`config.mk`:
```
export PLATFORM = sky130hd
export DESIGN_NAME = mul_iter_flat
export DESIGN_NICKNAME = d
export VERILOG_FILES = /design/src/rtl/mul_iter_if.sv /design/src/rtl/mul_iter.sv /design/src/flat_wrapper.sv
export SDC_FILE = /design/constraint.sdc
export NUM_CORES = 1
export LEC_CHECK = 0
export BUFFER_PORTS_ARGS = -buffer_cell sky130_fd_sc_hd__clkbuf_2
export CAP_MARGIN = 20
export CORE_UTILIZATION = 35
export DETAILED_ROUTE_END_ITERATION = 6
export GPL_ROUTABILITY_DRIVEN = 0
export REMOVE_ABC_BUFFERS = 1
export SLEW_MARGIN = 20
export SYNTH_ARGS = -nofsm -noshare
export SYNTH_HDL_FRONTEND = slang
export SYNTH_SLANG_ARGS = --single-unit
```
`constraint.sdc`:
```
create_clock -name clk -period 14.67 [get_ports clk]
set_input_delay 3.6675 -clock clk [delete_from_list [all_inputs] [get_ports clk]]
set_output_delay 3.6675 -clock clk [all_outputs]
set_load 0.05 [all_outputs]
```
`src/rtl/mul_iter_if.sv`:
```
// Request/response bundle for the iterative RV M-extension multiplier.
interface mul_iter_if #(
  parameter int XLEN = 32
);
  logic            start_i;
  logic [2:0]      func3_i;
  logic [XLEN-1:0] op1_i;
  logic [XLEN-1:0] op2_i;
  logic            kill_i;
  logic            ready_o;
  logic            busy_o;
  logic            valid_o;
  logic [XLEN-1:0] result_o;

  // Issuing side (pipeline / testbench)
  modport master (
    output start_i, func3_i, op1_i, op2_i, kill_i,
    input  ready_o, busy_o, valid_o, result_o
  );

  // Multiplier side
  modport slave (
    input  start_i, func3_i, op1_i, op2_i, kill_i,
    output ready_o, busy_o, valid_o, result_o
  );
endinterface

```
`src/rtl/mul_iter.sv`:
```
// Iterative shift-add multiplier for MUL/MULH/MULHSU/MULHU with a one-entry
// operand cache. Magnitudes are multiplied unsigned, UNROLL multiplier bits
// per cycle; the sign is applied once when the product leaves CALC.
module mul_iter #(
  parameter int XLEN   = 32,
  parameter int UNROLL = 1
) (
  input  logic   clk,
  input  logic   rst,
  mul_iter_if.slave bus
);
  localparam int N  = XLEN / UNROLL;
  localparam int CW = $clog2(N) + 1;
  localparam int PW = 2 * XLEN;

  typedef enum logic [1:0] {IDLE, CALC, DONE} state_t;

  // mode = {op1 signed, op2 signed}
  typedef struct packed {
    logic [XLEN-1:0] op1;
    logic [XLEN-1:0] op2;
    logic [1:0]      mode;
    logic [PW-1:0]   prod;
  } cache_t;

  state_t          state_q, state_d;
  logic            ready, busy, valid;

  logic [CW-1:0]   cnt_q;
  logic [PW-1:0]   acc_q, mcand_q;
  logic [XLEN-1:0] mplier_q;
  logic            neg_q;
  logic [1:0]      fn_q, mode_q;
  logic [XLEN-1:0] op1_q, op2_q;
  logic [XLEN-1:0] result_q;

  cache_t          cache_q;
  logic            cache_vld_q;

  // Request decode
  logic [1:0]      fn, mode;
  logic            s1, s2, neg, hit, accept, last;
  logic [XLEN-1:0] mag1, mag2;

  assign fn     = bus.func3_i[1:0];
  assign s1     = (fn == 2'b01) || (fn == 2'b10);
  assign s2     = (fn == 2'b01);
  assign mode   = {s1, s2};
  assign neg    = (s1 & bus.op1_i[XLEN-1]) ^ (s2 & bus.op2_i[XLEN-1]);
  assign mag1   = (s1 && bus.op1_i[XLEN-1]) ? -bus.op1_i : bus.op1_i;
  assign mag2   = (s2 && bus.op2_i[XLEN-1]) ? -bus.op2_i : bus.op2_i;
  // Low half of a product is identical for every signedness, so MUL may
  // reuse an entry stored under any mode.
  assign hit    = cache_vld_q && (bus.op1_i == cache_q.op1) && (bus.op2_i == cache_q.op2)
                  && ((mode == cache_q.mode) || (fn == 2'b00));
  assign accept = bus.start_i && ready && !bus.kill_i;
  assign last   = (cnt_q == CW'(N - 1));

  // Partial products for the UNROLL multiplier bits retired this cycle
  logic [PW-1:0] pp [UNROLL];
  logic [PW-1:0] acc_nxt, prod_fin;

  genvar k;
  generate
    for (k = 0; k < UNROLL; k++) begin : g_pp
      assign pp[k] = mplier_q[k] ? (mcand_q << k) : '0;
    end
  endgenerate

  // Accumulate this cycle's partial products
  always_comb begin
    acc_nxt = acc_q;
    for (int i = 0; i < UNROLL; i++) acc_nxt = acc_nxt + pp[i];
  end

  assign prod_fin = neg_q ? -acc_nxt : acc_nxt;

  function automatic logic [XLEN-1:0] sel_half(input logic [PW-1:0] p, input logic [1:0] f);
    return (f == 2'b00) ? p[XLEN-1:0] : p[PW-1:XLEN];
  endfunction

  // State register
  always_ff @(posedge clk) begin
    if (rst) state_q <= IDLE;
    else     state_q <= state_d;
  end

  // Next-state: kill only aborts CALC; in DONE it merely blocks a new accept
  always_comb begin
    state_d = state_q;
    case (state_q)
      IDLE, DONE: begin
        if (accept)               state_d = hit ? DONE : CALC;
        else                      state_d = IDLE;
      end
      CALC: begin
        if (bus.kill_i)           state_d = IDLE;
        else if (last)            state_d = DONE;
      end
      default:                    state_d = IDLE;
    endcase
  end

  // State-decoded outputs
  always_comb begin
    ready = 1'b0;
    busy  = 1'b0;
    valid = 1'b0;
    case (state_q)
      IDLE:    ready = 1'b1;
      CALC:    busy  = 1'b1;
      DONE:    begin ready = 1'b1; valid = 1'b1; end
      default: ready = 1'b0;
    endcase
  end

  assign bus.ready_o  = ready;
  assign bus.busy_o   = busy;
  assign bus.valid_o  = valid;
  assign bus.result_o = result_q;

  // Datapath: capture on accept, shift-add in CALC, commit result/cache at the end
  always_ff @(posedge clk) begin
    if (rst) begin
      cnt_q       <= '0;
      acc_q       <= '0;
      mcand_q     <= '0;
      mplier_q    <= '0;
      neg_q       <= 1'b0;
      fn_q        <= '0;
      mode_q      <= '0;
      op1_q       <= '0;
      op2_q       <= '0;
      result_q    <= '0;
      cache_q     <= '0;
      cache_vld_q <= 1'b0;
    end else if (accept) begin
      cnt_q    <= '0;
      acc_q    <= '0;
      mcand_q  <= {{XLEN{1'b0}}, mag1};
      mplier_q <= mag2;
      neg_q    <= neg;
      fn_q     <= fn;
      mode_q   <= mode;
      op1_q    <= bus.op1_i;
      op2_q    <= bus.op2_i;
      if (hit) result_q <= sel_half(cache_q.prod, fn);
    end else if (state_q == CALC) begin
      if (bus.kill_i || last) begin
        cnt_q <= '0;
      end else begin
        cnt_q <= cnt_q + CW'(1);
      end
      if (!bus.kill_i) begin
        acc_q    <= acc_nxt;
        mcand_q  <= mcand_q << UNROLL;
        mplier_q <= mplier_q >> UNROLL;
        if (last) begin
          result_q    <= sel_half(prod_fin, fn_q);
          cache_q     <= '{op1: op1_q, op2: op2_q, mode: mode_q, prod: prod_fin};
          cache_vld_q <= 1'b1;
        end
      end
    end
  end
endmodule

```
`src/flat_wrapper.sv`:
```
// flat-port wrapper written by rule: the top's interface ports become plain ports
module mul_iter_flat 
#(
  parameter int XLEN   = 32,
  parameter int UNROLL = 1
)
  (clk, rst, bus_start_i, bus_func3_i, bus_op1_i, bus_op2_i, bus_kill_i, bus_ready_o, bus_busy_o, bus_valid_o, bus_result_o);
  mul_iter_if #(.XLEN(XLEN)) bus_i ();
  input  logic clk;
  input  logic rst;
  input wire logic [$bits(bus_i.start_i)-1:0] bus_start_i;
  input wire logic [$bits(bus_i.func3_i)-1:0] bus_func3_i;
  input wire logic [$bits(bus_i.op1_i)-1:0] bus_op1_i;
  input wire logic [$bits(bus_i.op2_i)-1:0] bus_op2_i;
  input wire logic [$bits(bus_i.kill_i)-1:0] bus_kill_i;
  output wire logic [$bits(bus_i.ready_o)-1:0] bus_ready_o;
  output wire logic [$bits(bus_i.busy_o)-1:0] bus_busy_o;
  output wire logic [$bits(bus_i.valid_o)-1:0] bus_valid_o;
  output wire logic [$bits(bus_i.result_o)-1:0] bus_result_o;
  assign bus_i.start_i = bus_start_i;
  assign bus_i.func3_i = bus_func3_i;
  assign bus_i.op1_i = bus_op1_i;
  assign bus_i.op2_i = bus_op2_i;
  assign bus_i.kill_i = bus_kill_i;
  assign bus_ready_o = bus_i.ready_o;
  assign bus_busy_o = bus_i.busy_o;
  assign bus_valid_o = bus_i.valid_o;
  assign bus_result_o = bus_i.result_o;
  mul_iter #(.XLEN(XLEN), .UNROLL(UNROLL)) u_core (.clk(clk), .rst(rst), .bus(bus_i));
endmodule
```
---- Yosys cells after proc, flatten, opt, wreduce, memory -nomap -nowiden ----
Cells that the tools add are included.
operators by class
  add/subtract/negate cells ............... 5
  equality and inequality tests ........... 11
  multiplexer cells ....................... 26
  bitwise operators ....................... 5
  reductions and logical operators ........ 22
operators with widths
  operator             count
  $mux 32              15
  $mux 64              2
  $add 64x64->64       1
  $eq 32x32->1         2
  $neg 32->32          2
  $neg 64->64          1
  $mux 2               4
  $reduce_and 4->1     2
  $logic_and 1x1->1    7
  $add 6x1->6 const B  1
  $eq 6x5->1 const B   1
  $logic_not 2->1      3
  $mux 6               1
  $eq 2x1->1 const B   2
  $eq 2x2->1 const B   2
  $ne 2x1->1 const B   2
  $pmux 2 s2           1
  $reduce_and 2->1     2
  $reduce_bool 2->1    2
  $reduce_or 2->1      2
  $logic_or 1x1->1     3
  $mux 1               3
  $ne 3x2->1 const B   1
  $and 1x1->1          2
  other kinds (4)      5
storage, ports and cells
  flip-flop bits (word level) ............. 400
  input bits .............................. 71
  output and inout port bits .............. 35
  logic and storage cells ................. 86

---- Depth between registers and ports, before layout ----
Gate-level depths: netlist (run 1).
  depth in word-level cells ............... 9
  depth in mapped cells ................... 20
  mapped depth without buffers ............ 16

---- Worst setup path after synthesis (run 1) ----
No wires, ideal clock.
  kind .................................... input to register
  from .................................... in bus_op1_i[2]
  to ...................................... reg u_core.result_q[12], in the netlist u_core.bus.result_o[12]
  library setup time ...................... 0.130 ns
  arrival time ............................ 6.478 ns
  required time ........................... 14.540 ns
  slack ................................... 8.062 ns
  cell stages on the path ................. 12
  path buffers ............................ 3
  cell sequence ........................... clkbuf_1 o2bb2ai_1 or4_1 a2111oi_0 nand4_1 or4_1 o21ai_0 clkbuf_1 clkbuf_1 o221ai_1 a21oi_1 nor3_2
between the ends
  cells in the longest elaborated chain, start to end .. 6
RTL lines
  element                            RTL line            text
  start: declaration                 flat_wrapper.sv:13  input wire logic [$bits(bus_i.op1_i)-1:0] bus_op1_i;
  $eq 32x32->1                       mul_iter.sv:54      assign hit = cache_vld_q && (bus.op1_i == cache_q.op1) && (bus.op2_i == cache_q.op2)
  $logic_and 1x1->1 (2 in a row)     mul_iter.sv:54
  $logic_and 1x1->1                  mul_iter.sv:55      && ((mode == cache_q.mode) || (fn == 2'b00));
  $ne 2x1->1 (no source line)        n/a
  $reduce_and 4->1 (no source line)  n/a
  end signal: assignment             mul_iter.sv:147     if (hit) result_q <= sel_half(cache_q.prod, fn);
  end signal: assignment             mul_iter.sv:159     result_q <= sel_half(prod_fin, fn_q);
  end: declaration                   mul_iter.sv:35      logic [XLEN-1:0] result_q;
No other way between the ends.
A chain may end at the register's enable or synchronous reset.

---- Final worst setup path (run 1) ----
  from .................................... in bus_func3_i[1]
  to ...................................... reg u_core.result_q[25], in the netlist u_core.bus.result_o[25]
between the ends
  cells in the longest elaborated chain, start to end .. 7
  elaborated cells between the ends (all ways) .. 12
  classes of those cells .................. eq/ne: 4; mux: 3; reduce/logical: 5
RTL lines
  element                                   RTL line                        text
  start: declaration                        flat_wrapper.sv:12              input wire logic [$bits(bus_i.func3_i)-1:0] bus_func3_i;
  $eq 2x1->1 or $eq 2x2->1 (tied branches)  mul_iter.sv:46, mul_iter.sv:47
  $logic_or 1x1->1                          mul_iter.sv:46                  assign s1 = (fn == 2'b01) || (fn == 2'b10);
  $eq 2x2->1                                mul_iter.sv:55
  $logic_or 1x1->1                          mul_iter.sv:55
  $logic_and 1x1->1                         mul_iter.sv:55
  $ne 2x1->1 (no source line)               n/a
  $reduce_and 4->1 (no source line)         n/a
Several ways; a longest one is shown, not always the timed one. The select of a mux whose other input is x is not followed.

==> results of run 1 <==
[cells in the final DEF, fill, tap and decap left out, types with 49 or more instances in the layout]
cell | netlist | final
nand2_1 | 641 | 638
a21oi_1 | 445 | 445
dfxtp_1 | 400 | 398
nor2_1 | 355 | 350
o21ai_0 | 125 | 124
clkbuf_2 | 1 | 103
xnor2_1 | 101 | 101
a211oi_1 | 99 | 98
nor3_1 | 92 | 92
xor2_1 | 89 | 89
and2_1 | 78 | 77
ha_1 | 69 | 68
inv_1 | 62 | 62
nand4_1 | 49 | 49
[worst max-delay path, cell delays in order]
cell and delay, ns:
clkbuf_2 0.09, inv_1 0.07, ha_2 0.16, buf_4 0.51
a21oi_1 0.29, nor4_1 0.33, nand3_1 0.13, or4_1 0.77
o21ai_4 0.56, buf_4 0.44, mux2i_1 0.23, nor2_1 0.08
or3_1 0.34, o22ai_1 0.12, a21oi_1 0.05
[flip-flops by register name, indices dropped and copies added, names as in the netlist]
register / flops
u_core.mcand_q: 64
u_core.cache_q: 130
u_core.bus.result_o: 32
u_core.mplier_q: 32
u_core.cnt_q: 6
u_core.acc_q: 64
u_core.state_q: 2
u_core.neg_q: 1
u_core.cache_vld_q: 1
u_core.fn_q: 2
u_core.mode_q: 2
u_core.op1_q: 32
u_core.op2_q: 32
[cell families (layout without fill, tap and decap cells)]
group / after synthesis / in the layout / share of synthesized area
and+or+nand+nor: 1449 / 1449 / 0.2595
AOI/OAI and AO/OA: 1030 / 1030 / 0.2581
DFF: 400 / 400 / 0.3141
buffers and inverters: 317 / 290 / 0.04888
xor gates and xnor gates: 190 / 190 / 0.06527
adders and majority gates: 70 / 70 / 0.03465
muxes: 49 / 49 / 0.01958
[stage by stage]
step	utilization	setup slack [ns]	std cells	hold WS, ns
2_1_floorplan	-	2.051	3250	0.4211
3_3_place_gp	0.3708	6.725	4346	0.4379
3_5_place_dp	0.3708	6.700	4346	0.4400
4_1_cts	0.3914	7.287	4428	0.4446
5_1_grt	0.3915	7.021	4428	0.4543
6_report	0.3915	7.249	4428	0.4469
[report_power, final]
part / switching [mW] / internal (mW)
registers: 0.0136 / 1.11
clock network: 0.501 / 0.641
logic: 0.196 / 0.0834
total: 0.711 / 1.83
[final timing paths]
path,start,endpoint,slack (ns),depth (start not counted)
worst max-delay path,bus_func3_i[1],u_core.bus.result_o[25],7.25,15
worst min-delay path,u_core.op1_q[28],u_core.cache_q[126],0.45,2
worst max register to register,u_core.mplier_q[0],u_core.bus.result_o[31],8.02,16
worst min register to register,u_core.op1_q[28],u_core.cache_q[126],0.45,2
[layer usage]
metal,wire length (µm),vias up,global-route usage
met1,38810,11900,0.3057
li1,-,12330,-
met4,2915,2,0.07481
met2,38130,850,0.3600
met3,5323,161,0.02918
met5,13,-,0
[final cells by class]
class,instances,area share
multi-input cells,2788,0.5810
flip-flops and latches,400,0.2852
clock buffers,62,0.04451
well taps,950,0.04233
repair buffers,146,0.03056
inverters,62,0.008287
clock inverters,20,0.008109
==> impl_results.md, run 1 <==
* Clock transition at path regs at 0.06 ns
* Mapped Cells at 3505
* Core Area at 0.07173 mm²
* Max Fclk at 0.1347 GHz
* Crit end category: flop
* Post-Route WL at 85.19 mm
* Nets at 3584
* Leak at 10.28 nW
* Startpoint class of the critical path: input pin
* Slew margin rel. at 0.2491
* CTS Sinks at 400
* Least-Margin Pin Slew at 1.122 ns
* Commonest register cell after synthesis: dfxtp_1
* Yosys top cell by area: dfxtp_1
* Largest net degree at the start of global routing at 169
* Cts repair resizes at 0
* CP max FO at 33
* Clk_skew at 0.03782 ns
* Top cells by count, synth: 641 x nand2_1, 445 x a21oi_1, 400 x dfxtp_1
* Final period util at 0.5059
* Routed via count at 25240
* DRC violation count after routing at 0
* Total gr overflow at 0
* Share of layout cells above drive strength 1 at 0.08424
* IO buf count at 104
* Top-count cell post-synth: nand2_1
* Hold Violations, Final at 0
* ANT nets after route at 0
* DR iter-0 viols at 2435
* Area growth syn-to-layout at 10.15%
* Sequential share of the synthesized area at 0.3141
* Pwr Total at 2.541 mW
* Status: completed
* Setup violations, final at 0
* Warning count from the yosys run at 0
* Pwr per Cell Area at 90.49 mW/mm²
* WS Path Type: input pin to flop
* Via/cell ratio at 5.701
* WP data required at 15.13 ns
* RSZ-0062 raised after global routing: false
* Synth Cell Area at 0.02550 mm²
* Worst ir drop on vdd at 102.5 µV
* Min-Delay Path Class: flop to flop
* # hold bufs at CTS at 0
* Ys async rst share at 0
* FF+latch area at 0.008010 mm²
* Maxcap violations at 0
* Die height at 271.9 µm
* Hpwl dp at 61.18 mm
* Rows at 98
* Total GRT Usage at 0.2232
* Post-synth EDFFs at 0
* Shortest period the worst path allows at 7.421 ns
* N_diodes at 0
* Clk root buf: clkbuf_16
* Starting Density at 0.3554
* TritonCTS clock tree: built
* Yosys reg bits at 400
* Cts bufs inserted at 45
* Drt first pass iters at 6
* Yosys top cell area share at 0.3141
* Global-route wire length before repair at 133.6 mm
* Initial antenna violation count at 1
* Synth top area cells: dfxtp_1 31%, nand2_1 9.4%, a21oi_1 8.7%
* CTS Buffer Depth at 3
* Worst-skew pair later-pin latency at 0.61 ns
* Arrival time at the worst endpoint at 7.88 ns
* Setup repair bufs after CTS at 0
* DIE WIDTH at 271.9 µm
* Max-slew violation total from the final report at 0
* Top Ports at 106
* Area of the multi-input gates at 0.01632 mm²
* Final Cell Area at 0.02808 mm²
* Post-DR wirelength/cell at 19.24 µm
* H-tree depth at 2
* Syn Area/Cell at 7.274 µm²
* Layout fillers at 7549
* Number of global-route vias before repair at 23300
* Count of different cell masters after synthesis at 106
* Full die area at 0.07393 mm²
* Setup TNS at 0 ns
* Post-Place Cell Area at 0.02660 mm²
Note: power is estimated with default switching activity, not from simulation.
==> inputs of run 2 (changes only) <==
Clock period 14.67 ns to 6.8 ns, I/O delays scaled along.
==> run 2 against run 1 <==
Sequential power increased by 120%. Register-to-register slack worse by 7.0 ns. Via count fell by 0.25%. Clock power increased by 120%. Worst setup slack got worse by 6.3 ns. Clock skew down 0.015 ns. Global-route usage grew 0.069 points. Total power grew 120%. Wire length is 0.41% lower. Cell count hardly changed. Final area is 0.26% higher. Combinational power grew 120%.
==> impl_results.md, run 2 (synthesized netlist as in run 1, its figures left out) <==
* Internal power at 3.996 mW
* Max Fclk at 0.1720 GHz
* Least-Margin Pin Slew at 1.130 ns
* Total gr overflow at 0
* Flop pwr share at 0.439
* Number of global-route vias before repair at 23560
* Total GRT Usage at 0.2239
* Sw frac at 0.2723
* ANT nets after route at 0
* Largest net degree at the start of global routing at 196
* Maxcap violations at 0
* Initial antenna violation count at 0
* Startpoint class of the critical path: flop
* Via/cell ratio at 5.684
* Leak at 10.29 nW
* Slew margin rel. at 0.2344
* DR iter-0 viols at 2429
* Clk root buf: clkbuf_16
* Routed via count at 25180
* Hold slack at 0.4438 ns
* Cts repair resizes at 0
* Final period util at 0.8551
* WP data required at 7.29 ns
* Full die area at 0.07393 mm²
* Status: completed
* Pwr per Cell Area at 195.0 mW/mm²
* Comb power frac at 0.111
* Shortest period the worst path allows at 5.815 ns
* CP peak stage delay at 0.69 ns
* Max-slew violation total from the final report at 0
* Final Util at 0.3925
* Pwr Total at 5.491 mW
* Worst ir drop on vdd at 184.9 µV
* Crit-path cells: and2_1, ha_1, inv_1, fa_1, nand2b_1, a21oi_2, o2111ai_1, a2111oi_0, buf_4, nor3b_1, xnor2_1, or4_4, or4_1, o31ai_1, xnor2_1, o21ai_1, a211oi_1
* CTS Buffer Depth at 3
* CP max FO at 34
* DIE WIDTH at 271.9 µm
* Worst-skew pair later-pin latency at 0.61 ns
* Core Area at 0.07173 mm²
* Arrival time at the worst endpoint at 6.31 ns
* Placed insts at 4351
* CP max-delay cell: or4_1
* Post-Route WL at 84.85 mm
* Hold Violations, Final at 0
* Largest register FFs at 130
* Largest registers: u_core.cache_q x130, u_core.acc_q x64, u_core.mcand_q x64
* Area growth syn-to-layout at 10.44%
* Clk_skew at 0.02283 ns
* DRC violation count after routing at 0
* Starting Density at 0.3554
* Rows at 98
* IO buf count at 104
* # hold bufs at CTS at 0
* Net Sw Power at 1.495 mW
* Drt first pass iters at 6
* Post-DR wirelength/cell at 19.15 µm
* Setup violations, final at 0
* Clock transition at path regs at 0.06 ns
* TritonCTS clock tree: built
* Nets at 3589
* Clk pwr share at 0.450
* Cell mode on critical path: xnor2_1
* Crit end category: flop
* Global-route wire length before repair at 134.1 mm
* Share of layout cells above drive strength 1 at 0.08364
* Die height at 271.9 µm
* RSZ-0062 raised after global routing: false
* H-tree depth at 2
* Cts bufs inserted at 45
* WS Path Type: flop to flop
* Commonest non-fill, non-tap cell in the layout: nand2_1
* Most frequent cells in the layout: 638 x nand2_1, 445 x a21oi_1, 398 x dfxtp_1, 351 x nor2_1, 124 x o21ai_0
* Setup TNS at 0 ns
* Min-Delay Path Class: flop to flop
* CTS Sinks at 400
* Setup repair bufs after CTS at 0
* Top Ports at 106
* Hpwl dp at 61.67 mm
* Layout Cells excl Fill at 4430
* Biggest register: u_core.cache_q
## run 2: layout make-up
cell class | instances | area (µm²)
Fill cell | 7610 | 43570
Multi-Input combinational cell | 2788 | 16310
Sequential cell | 400 | 8010
Clock buffer | 68 | 1323
Tap cell | 950 | 1189
Timing Repair Buffer | 151 | 933.4
Inverter | 62 | 232.7
Clock inverter | 10 | 158.9
Antenna cell | 1 | 2.502
## run 2: power groups by stage
stage | clock network (mW) | registers, mW | logic [mW]
floorplan | 0 | 2.46 | 0.360
finish | 2.47 | 2.41 | 0.607
global route | 2.61 | 2.42 | 0.663
global placement | 0 | 2.46 | 0.600
detailed placement | 0 | 2.46 | 0.602
CTS | 2.52 | 2.41 | 0.604
## run 2: worst max-delay path: cells and delay by family, from the launching register on
| family | cells | cell delay (ns) |
|---|---|---|
| compound gates | 6 | 1.77 |
| fa+ha+maj | 2 | 0.62 |
| flops | 1 | 0.63 |
| buf+inv | 2 | 0.28 |
| simple gates | 5 | 1.84 |
| xor+xnor | 2 | 0.55 |
## run 2: worst paths after layout
path	from	endpoint	slack [ns]	cells after the start
max reg2reg	u_core.mplier_q[0]	u_core.bus.result_o[13]	0.99	17
max	u_core.mplier_q[0]	u_core.bus.result_o[13]	0.99	17
min	u_core.op1_q[13]	u_core.cache_q[111]	0.44	2
min reg2reg	u_core.op1_q[13]	u_core.cache_q[111]	0.44	2
## run 2: through the flow
| stage | setup slack [ns] | cell area, µm² |
|---|---|---|
| floorplan | -3.851 | 24480 |
| global placement | 1.176 | 26670 |
| detailed placement | 1.054 | 26670 |
| CTS | 0.9977 | 28150 |
| global route | 0.5377 | 28150 |
| finish | 0.9850 | 28160 |
## run 2: routing by layer
| layer | GRT usage | routed length (µm) |
|---|---|---|
| met1 | 0.3092 | 39150 |
| met2 | 0.3575 | 37750 |
| met3 | 0.02962 | 4881 |
| met4 | 0.07540 | 3059 |
| met5 | 0 | 0 |
